## config.mk

```make
export PLATFORM = sky130hd
export DESIGN_NAME = sqm_pwm_mix
export DESIGN_NICKNAME = d
export VERILOG_FILES = /design/src/rtl/sqm_pwm_pkg.sv /design/src/rtl/sqm_pwm_level.sv /design/src/rtl/sqm_pwm_mix.sv
export SDC_FILE = /design/constraint.sdc
export NUM_CORES = 1
export LEC_CHECK = 0
export BUFFER_PORTS_ARGS = -buffer_cell sky130_fd_sc_hd__buf_2
export CORE_MARGIN = 2
export CORE_UTILIZATION = 46
export CTS_CLUSTER_DIAMETER = 100
export DETAILED_ROUTE_END_ITERATION = 7
export PLACE_DENSITY_LB_ADDON = 0.15
export SYNTH_ARGS = -nofsm -noshare
export SYNTH_HDL_FRONTEND = slang
export SYNTH_SLANG_ARGS = --single-unit
```

## constraint.sdc

```tcl
create_clock -name clk -period 4.2 [get_ports clk]
set_input_delay 0.63 -clock clk [delete_from_list [all_inputs] [get_ports clk]]
set_output_delay 0.63 -clock clk [all_outputs]
set_load 0.02 [all_outputs]
```

## src/rtl/sqm_pwm_pkg.sv

```systemverilog
// sqm_pwm shared constants: volume/log widths, the 3 dB log table
// and a width helper.
package sqm_pwm_pkg;

    localparam int VOL_W = 4;
    localparam int LOG_W = 8;

    localparam logic [LOG_W-1:0] LOG_LUT [16] = '{
        8'd0,   8'd2,   8'd3,   8'd4,
        8'd6,   8'd8,   8'd11,  8'd16,
        8'd23,  8'd32,  8'd45,  8'd64,
        8'd90,  8'd128, 8'd181, 8'd255
    };

    function automatic int clog2(input int n);
        int r;
        r = 0;
        while ((1 << r) < n) r++;
        return r;
    endfunction

endpackage

```

## src/rtl/sqm_pwm_level.sv

```systemverilog
// sqm_pwm level: log lookup per channel, mute masking, and a
// full-width arithmetic sum of all unmuted channels.
module sqm_pwm_level
    import sqm_pwm_pkg::*;
#(
    parameter int CHANNELS = 3
) (
    input  logic [VOL_W*CHANNELS-1:0]       din,
    input  logic [CHANNELS-1:0]             mute,
    output logic [LOG_W+clog2(CHANNELS)-1:0] sum
);

    localparam int SW = LOG_W + clog2(CHANNELS);

    // Sum the log-mapped volumes; the width never overflows by construction
    always_comb begin
        sum = '0;
        for (int i = 0; i < CHANNELS; i++) begin
            if (!mute[i]) begin
                sum = sum + SW'(LOG_LUT[din[VOL_W*i +: VOL_W]]);
            end
        end
    end

endmodule

```

## src/rtl/sqm_pwm_mix.sv

```systemverilog
// sqm_pwm_mix: multi-channel log DAC driver producing a 1-bit
// output in fixed-period PWM or first-order sigma-delta form.
module sqm_pwm_mix
    import sqm_pwm_pkg::*;
#(
    parameter int CHANNELS = 3,
    parameter int PW       = 10
) (
    input  logic                      clk,
    input  logic                      reset_n,
    input  logic                      en,
    input  logic                      mode,
    input  logic [VOL_W*CHANNELS-1:0] din,
    input  logic [CHANNELS-1:0]       mute,
    output logic                      y,
    output logic                      period_start,
    output logic [PW-1:0]             level
);

    localparam int SW = LOG_W + clog2(CHANNELS);

    if (CHANNELS < 1 || CHANNELS > 8) begin : g_ch_chk
        $error("sqm_pwm_mix: CHANNELS must be 1..8");
    end

    if (PW < SW) begin : g_pw_chk
        $error("sqm_pwm_mix: PW too small for CHANNELS");
    end

    logic [SW-1:0] sum;
    logic [PW-1:0] sum_ext;
    logic [PW-1:0] cnt;
    logic [PW-1:0] acc;
    logic [PW-1:0] cnt_nxt;
    logic [PW-1:0] lvl_nxt;
    logic [PW:0]   sd_sum;
    logic          wrap;
    logic          mode_q;

    sqm_pwm_level #(
        .CHANNELS (CHANNELS)
    ) u_level (
        .din  (din),
        .mute (mute),
        .sum  (sum)
    );

    // Next-state values: the PWM compare must see the post-update level
    always_comb begin
        sum_ext = PW'(sum);
        wrap    = &cnt;
        cnt_nxt = cnt + PW'(1);
        lvl_nxt = wrap ? sum_ext : level;
        sd_sum  = {1'b0, acc} + {1'b0, level};
    end

    // Mode switch, PWM counter/compare and sigma-delta accumulator
    always_ff @(posedge clk or negedge reset_n) begin
        if (!reset_n) begin
            mode_q       <= 1'b0;
            cnt          <= '0;
            acc          <= '0;
            level        <= '0;
            y            <= 1'b0;
            period_start <= 1'b0;
        end else if (!en) begin
            period_start <= 1'b0;
        end else if (mode != mode_q) begin
            mode_q       <= mode;
            cnt          <= '0;
            acc          <= '0;
            level        <= sum_ext;
            y            <= 1'b0;
            period_start <= 1'b0;
        end else if (!mode_q) begin
            cnt          <= cnt_nxt;
            level        <= lvl_nxt;
            period_start <= wrap;
            y            <= (cnt_nxt < lvl_nxt);
        end else begin
            level        <= sum_ext;
            acc          <= sd_sum[PW-1:0];
            y            <= sd_sum[PW];
            period_start <= 1'b0;
        end
    end

endmodule

```

* Yosys cells after proc, flatten, opt, wreduce, memory -nomap -nowiden
Memory sizes are Yosys's and may differ from the RTL's.
Index checks and enable logic that the tools add are counted.
** Word-level totals
- Register bits after elaboration :: 33
- Bits in read-only memories :: 384
- Bits of input ports :: 19
- Output and inout port bits :: 12
- Word-level logic and storage cells :: 48
- Memories :: 3
** Memory list
- (no name shown) :: depth 16, width 8, read ports 1, clocked after Yosys merged registers in 0, write ports 0, line sqm_pwm_level.sv:20 : sum = sum + SW'(LOG_LUT[din[VOL_W*i +: VOL_W]]);
- (no name shown) :: depth 16, width 8, read ports 1, clocked after Yosys merged registers in 0, write ports 0, line sqm_pwm_level.sv:20
- (no name shown) :: depth 16, width 8, read ports 1, clocked after Yosys merged registers in 0, write ports 0, line sqm_pwm_level.sv:20
** Cells by class
- Add/subtract/negate cells :: 4
- Magnitude comparators :: 4
- Equal/unequal tests :: 2
- Multiplexer cells :: 21
- Bitwise gates (word level) :: 3
- Reductions and logical operators :: 5
** Operators by type and width (count)
- two-way mux 10 bit :: 9
- two-way mux 8 bit :: 7
- >= comparator 5 bit, second input constant :: 3
- NOT 4 -> 5 bit :: 3
- adder 10 x 10 -> 11 bit :: 1
- adder 10 x 1 -> 10 bit, second input constant :: 1
- adder 10 x 8 -> 10 bit :: 1
- < comparator 10 bit :: 1
- AND reduction 10 bit :: 1
- adder 8 x 8 -> 9 bit :: 1
- AND reduction 2 bit :: 3
- two-way mux 1 bit :: 5
- != test 2 x 1 -> 1 bit, second input constant :: 1
- nonzero test 2 bit :: 1
- != test 1 bit :: 1

* Depth between registers and ports, before layout
- Depth in word-level cells :: 13
- Depth in mapped cells :: 24

* Cells and area by module
A second synthesis with hierarchy kept.
** Second synthesis, totals
- Cells, all modules :: 432
- Area, all modules :: 3849.9 sq um
** By module, submodules not included
- sqm_pwm_mix :: instances 1, cells each 222, area an instance 2250.9 sq um, seq. area each 825.8 sq um
- sqm_pwm_level :: instances 1, cells each 210, area an instance 1599.0 sq um, seq. area each 0.0 sq um

* Worst setup path before layout
Ideal clock, no wire load.
- Path type :: in2reg
- Start :: in din[0]
- End :: reg y
- Arrival time :: 5.327 ns
- Required time :: 4.090 ns
- Path slack :: -1.238 ns
- Cell stages on the path :: 23
- Path through :: inv_1 > ha_1 > clkbuf_1 > or3b_1 > nand4_1 > a21oi_1 > fa_1 > a21o_1 > a21oi_1 > xnor2_1 > mux2_2 > ha_1 > a41oi_1 > and3_1 > or4_1 > nand3_1 > mux2i_1 > ha_1 > a21o_1 > a21o_1 > a2111oi_0 > o21bai_1 > o41ai_1
** Between the ends
- Longest elaborated chain between the ends :: 13
** RTL lines
- start, declared :: line sqm_pwm_mix.sv:13 : input logic [VOL_W*CHANNELS-1:0] din,
- NOT 4 -> 5 bit (implied by the code) (*) :: line sqm_pwm_level.sv:20
- memory (16 x 8 bit) (*)
- two-way mux 8 bit (implied by the code) (*) (2 in series) :: line sqm_pwm_level.sv:20
- two-way mux 8 bit (*) :: line sqm_pwm_level.sv:19 : if (!mute[i]) begin
- adder 8 x 8 -> 9 bit :: line sqm_pwm_level.sv:20
- two-way mux 10 bit (*) :: line sqm_pwm_level.sv:19
- adder 10 x 8 -> 10 bit :: line sqm_pwm_level.sv:20
- two-way mux 10 bit (*) :: line sqm_pwm_level.sv:19
- two-way mux 10 bit (*) :: line sqm_pwm_mix.sv:53 : lvl_nxt = wrap ? sum_ext : level;
- < comparator 10 bit (*) :: line sqm_pwm_mix.sv:79 : y <= (cnt_nxt < lvl_nxt);
- two-way mux 1 bit (*) :: line sqm_pwm_mix.sv:75 : end else if (!mode_q) begin
- two-way mux 1 bit (*) :: line sqm_pwm_mix.sv:68 : end else if (mode != mode_q) begin
- end signal, assigned :: line sqm_pwm_mix.sv:79
- end signal, assigned :: line sqm_pwm_mix.sv:83 : y <= sd_sum[PW];
- end, declared :: line sqm_pwm_mix.sv:15 : output logic y,
Every way passes the cells marked *; elsewhere a longest branch is shown, timed or not. The select of a mux whose other input is x is not followed.
A chain may end at the register's enable or synchronous reset.

* Final worst setup path
Same ends and word-level chain as after synthesis.

==> impl_metrics.env <==
export IMPL_worst_slack_ps=-758
export IMPL_tritoncts="built"
export IMPL_synth_seq_cells=33
export IMPL_hpwl_um=7590
export IMPL_grtUsageTotal=0.222
export IMPL_syn_to_final_growth_pct=29.2
export IMPL_cp_slowest_cell="or4_1"
export IMPL_slowest_delay_ps=480
export IMPL_timing_final_crit_share=1.18
export IMPL_h_tree_depth=2
export IMPL_drtAntennaViolNets=0
export IMPL_drive_gt1_frac=0.293
export IMPL_violations="setup timing"
export IMPL_fin_crit_ps=4960
export IMPL_place_congestion=0.938
export IMPL_wl_per_cell_um=14.2
export IMPL_firstDrtPassIters=4
export IMPL_crit_chain="buf_4 -> inv_6 -> ha_4 -> or3b_1 -> nand4_1 -> a21oi_2 -> fa_2 -> a21o_1 -> a21oi_2 -> xnor2_1 -> mux2_4 -> ha_4 -> a41oi_2 -> and3_1 -> or4_1 -> nand3_2 -> mux2i_1 -> ha_1 -> a21o_1 -> a21o_1 -> a2111oi_4 -> o21bai_1 -> o41ai_2"
export IMPL_ys_async_sr_fraction=1.00
export IMPL_fin_nets=627
export IMPL_grt_overflow=0
export IMPL_cts_root_buf="clkbuf_8"
export IMPL_cp_arrival_ps=5150
export IMPL_num_rows=32
export IMPL_layout_commonest_cell="buf_4"
export IMPL_path_clk_slew_ps=80
export IMPL_path_max_fanout=4
export IMPL_initial_utilization=0.480
export IMPL_synth_distinct_cells=59
export IMPL_yosysWarnings=0
export IMPL_synthFlopType="dfrtp_1"
export IMPL_power_density_nw_per_um2=396
export IMPL_cp_end_kind="flop"
export IMPL_holdBufCountCts=0
export IMPL_stdcell_area_um2=4840
export IMPL_synth_edf_count=0
export IMPL_finClkSkew_ps=7.15
export IMPL_core_area_um2=7810
export IMPL_port_buffers=30
export IMPL_numClockSinks=33
export IMPL_diodes=0
export IMPL_vdd_ir_drop_max_v=0.000205
export IMPL_vias=3546
export IMPL_path_delay_family="compound AO/OA/AOI/OAI gates"
export IMPL_start_kind="primary input"
export IMPL_die_h_um=94.3
export IMPL_ys_seq_area_frac=0.220
export IMPL_holdCritPathClass="in2async"
export IMPL_drv_slew=0
export IMPL_place_area_um2=4620
export IMPL_grt_start_max_net_pins=34
export IMPL_tightest_slew_ps=773
export IMPL_clkLatencyLatePin_ps=290
export IMPL_maxCapViolations=0
export IMPL_syn_inst=453
export IMPL_grt_pass1_wl_um=15600
export IMPL_final_hold_viol_count=0
export IMPL_status="complete, but fails checks"
export IMPL_drt_iter0_drc=151
export IMPL_ioPinCount=31
export IMPL_slew_headroom=0.484
export IMPL_ctsLongestPathBuffers=2
export IMPL_syn_avg_cell_area_um2=8.28
export IMPL_post_route_drc_count=0
export IMPL_path_buf_inv=2
export IMPL_crit_path_frequent_cell="a21o_1"
export IMPL_grt_pass1_vias=3430
export IMPL_leakage_nw=2.37
export IMPL_path_class="in2reg"
export IMPL_synth_nets=525
export IMPL_syn_area_um2=3750
export IMPL_numCtsBuffers=5
export IMPL_pre_cts_slack_ps=-1380
export IMPL_dieArea_um2=8890
export IMPL_cp_required_ps=4390
export IMPL_setup_viol=1
export IMPL_wl_um=9350
export IMPL_post_route_util=0.621
export IMPL_final_cell_mix="buf_4, nand2_1, ha_1, o21ai_0, dfrtp_1"
export IMPL_die_x_um=94.3
export IMPL_grt_antenna_before_repair=0
export IMPL_finalPower_mw=1.92
export IMPL_grt_setup_unrepaired="true"
export IMPL_viasPerCell=5.39
export IMPL_max_clock_freq_ghz=0.202
-- worst register-to-register path: stages, from the launching register on --
cell and delay (ps):
dfrtp_1 450, ha_1 210, and3_2 230, and4_4 270, and4_1 610, nor2_1 90
a21o_1 190, ha_1 310, a21o_1 180, nand3_1 70, a21oi_1 90, a2111oi_4 290
o21bai_1 130, o41ai_2 200
-- cell type report --
class | count | area (µm²)
clock buffer | 5 | 68.8
multi-input combinational | 380 | 2930
tap | 102 | 128
timing repair buffer | 112 | 774
inverter | 23 | 104
fill | 695 | 2960
sequential | 33 | 826
clock inverter | 3 | 17.5
-- per-layer routing --
layer,global-route usage,part of all wire,vias up
met5,0,0,-
met4,0.0495,0.015,0
met3,0.0345,0.025,8
met2,0.402,0.50,43
met1,0.279,0.46,1659
li1,-,-,1836
-- through the flow --
step / instances / setup TNS [ps] / hold WS (ps)
floorplan: 453 / -855 / 334
global placement: 646 / -1270 / 469
detailed placement: 646 / -1530 / 476
CTS: 657 / -774 / 439
global route: 658 / -1010 / 463
finish: 658 / -758 / 408
-- state kept, by name (all words and copies together), names as in the netlist --
signal,flops
acc,10
y,1
level,10
mode_q,1
cnt,10
period_start,1
-- Yosys cell counts, types with 9 or more instances --
cell type | instances | area share
xnor2_1 | 15 | 0.035
dfrtp_1 | 33 | 0.22
nor2_1 | 31 | 0.031
a21o_1 | 9 | 0.018
inv_1 | 23 | 0.023
nand2_1 | 51 | 0.051
ha_1 | 50 | 0.17
mux2i_1 | 11 | 0.029
nand2b_1 | 10 | 0.017
xor2_1 | 12 | 0.028
o21ai_0 | 46 | 0.061
clkbuf_1 | 13 | 0.013
a22o_1 | 9 | 0.021
nand3_1 | 12 | 0.016
a21oi_1 | 24 | 0.032
-- kinds of logic after synthesis --
family	synth area share
xor+xnor	0.0630
flops	0.220
mux	0.0704
fa+ha+maj	0.183
buf+inv	0.0434
simple gates	0.185
compound gates	0.235
-- power breakdown --
part | switching (mW) | internal (mW) | leakage (nW) | total [mW]
sequential | 0.0999 | 0.406 | 0.439 | 0.506
clock | 0.131 | 0.114 | 0.0439 | 0.245
combinational | 0.610 | 0.558 | 1.89 | 1.17
total | 0.841 | 1.08 | 2.37 | 1.92
-- worst paths after layout --
kind / depth (start not counted) / slack, ps / start / to
max in group asynchronous: 1 / 3290 / reset_n / cnt[1]
hold reg to reg: 2 / 490 / acc[6] / acc[6]
setup / recovery: 23 / -760 / din[0] / y
setup reg to reg: 13 / 770 / cnt[0] / y
min in group clk: 2 / 490 / acc[6] / acc[6]
hold / removal: 1 / 410 / reset_n / acc[2]
-- timing repair --
action / in CTS / in global routing
resized for setup: 12 / 11
pin swaps: 7 / 11
setup endpoints to repair: 1 / 1
setup buffers: 3 / 1
endpoints found under the hold margin: 0 / 0
Power figures use the tool's default switching activity.
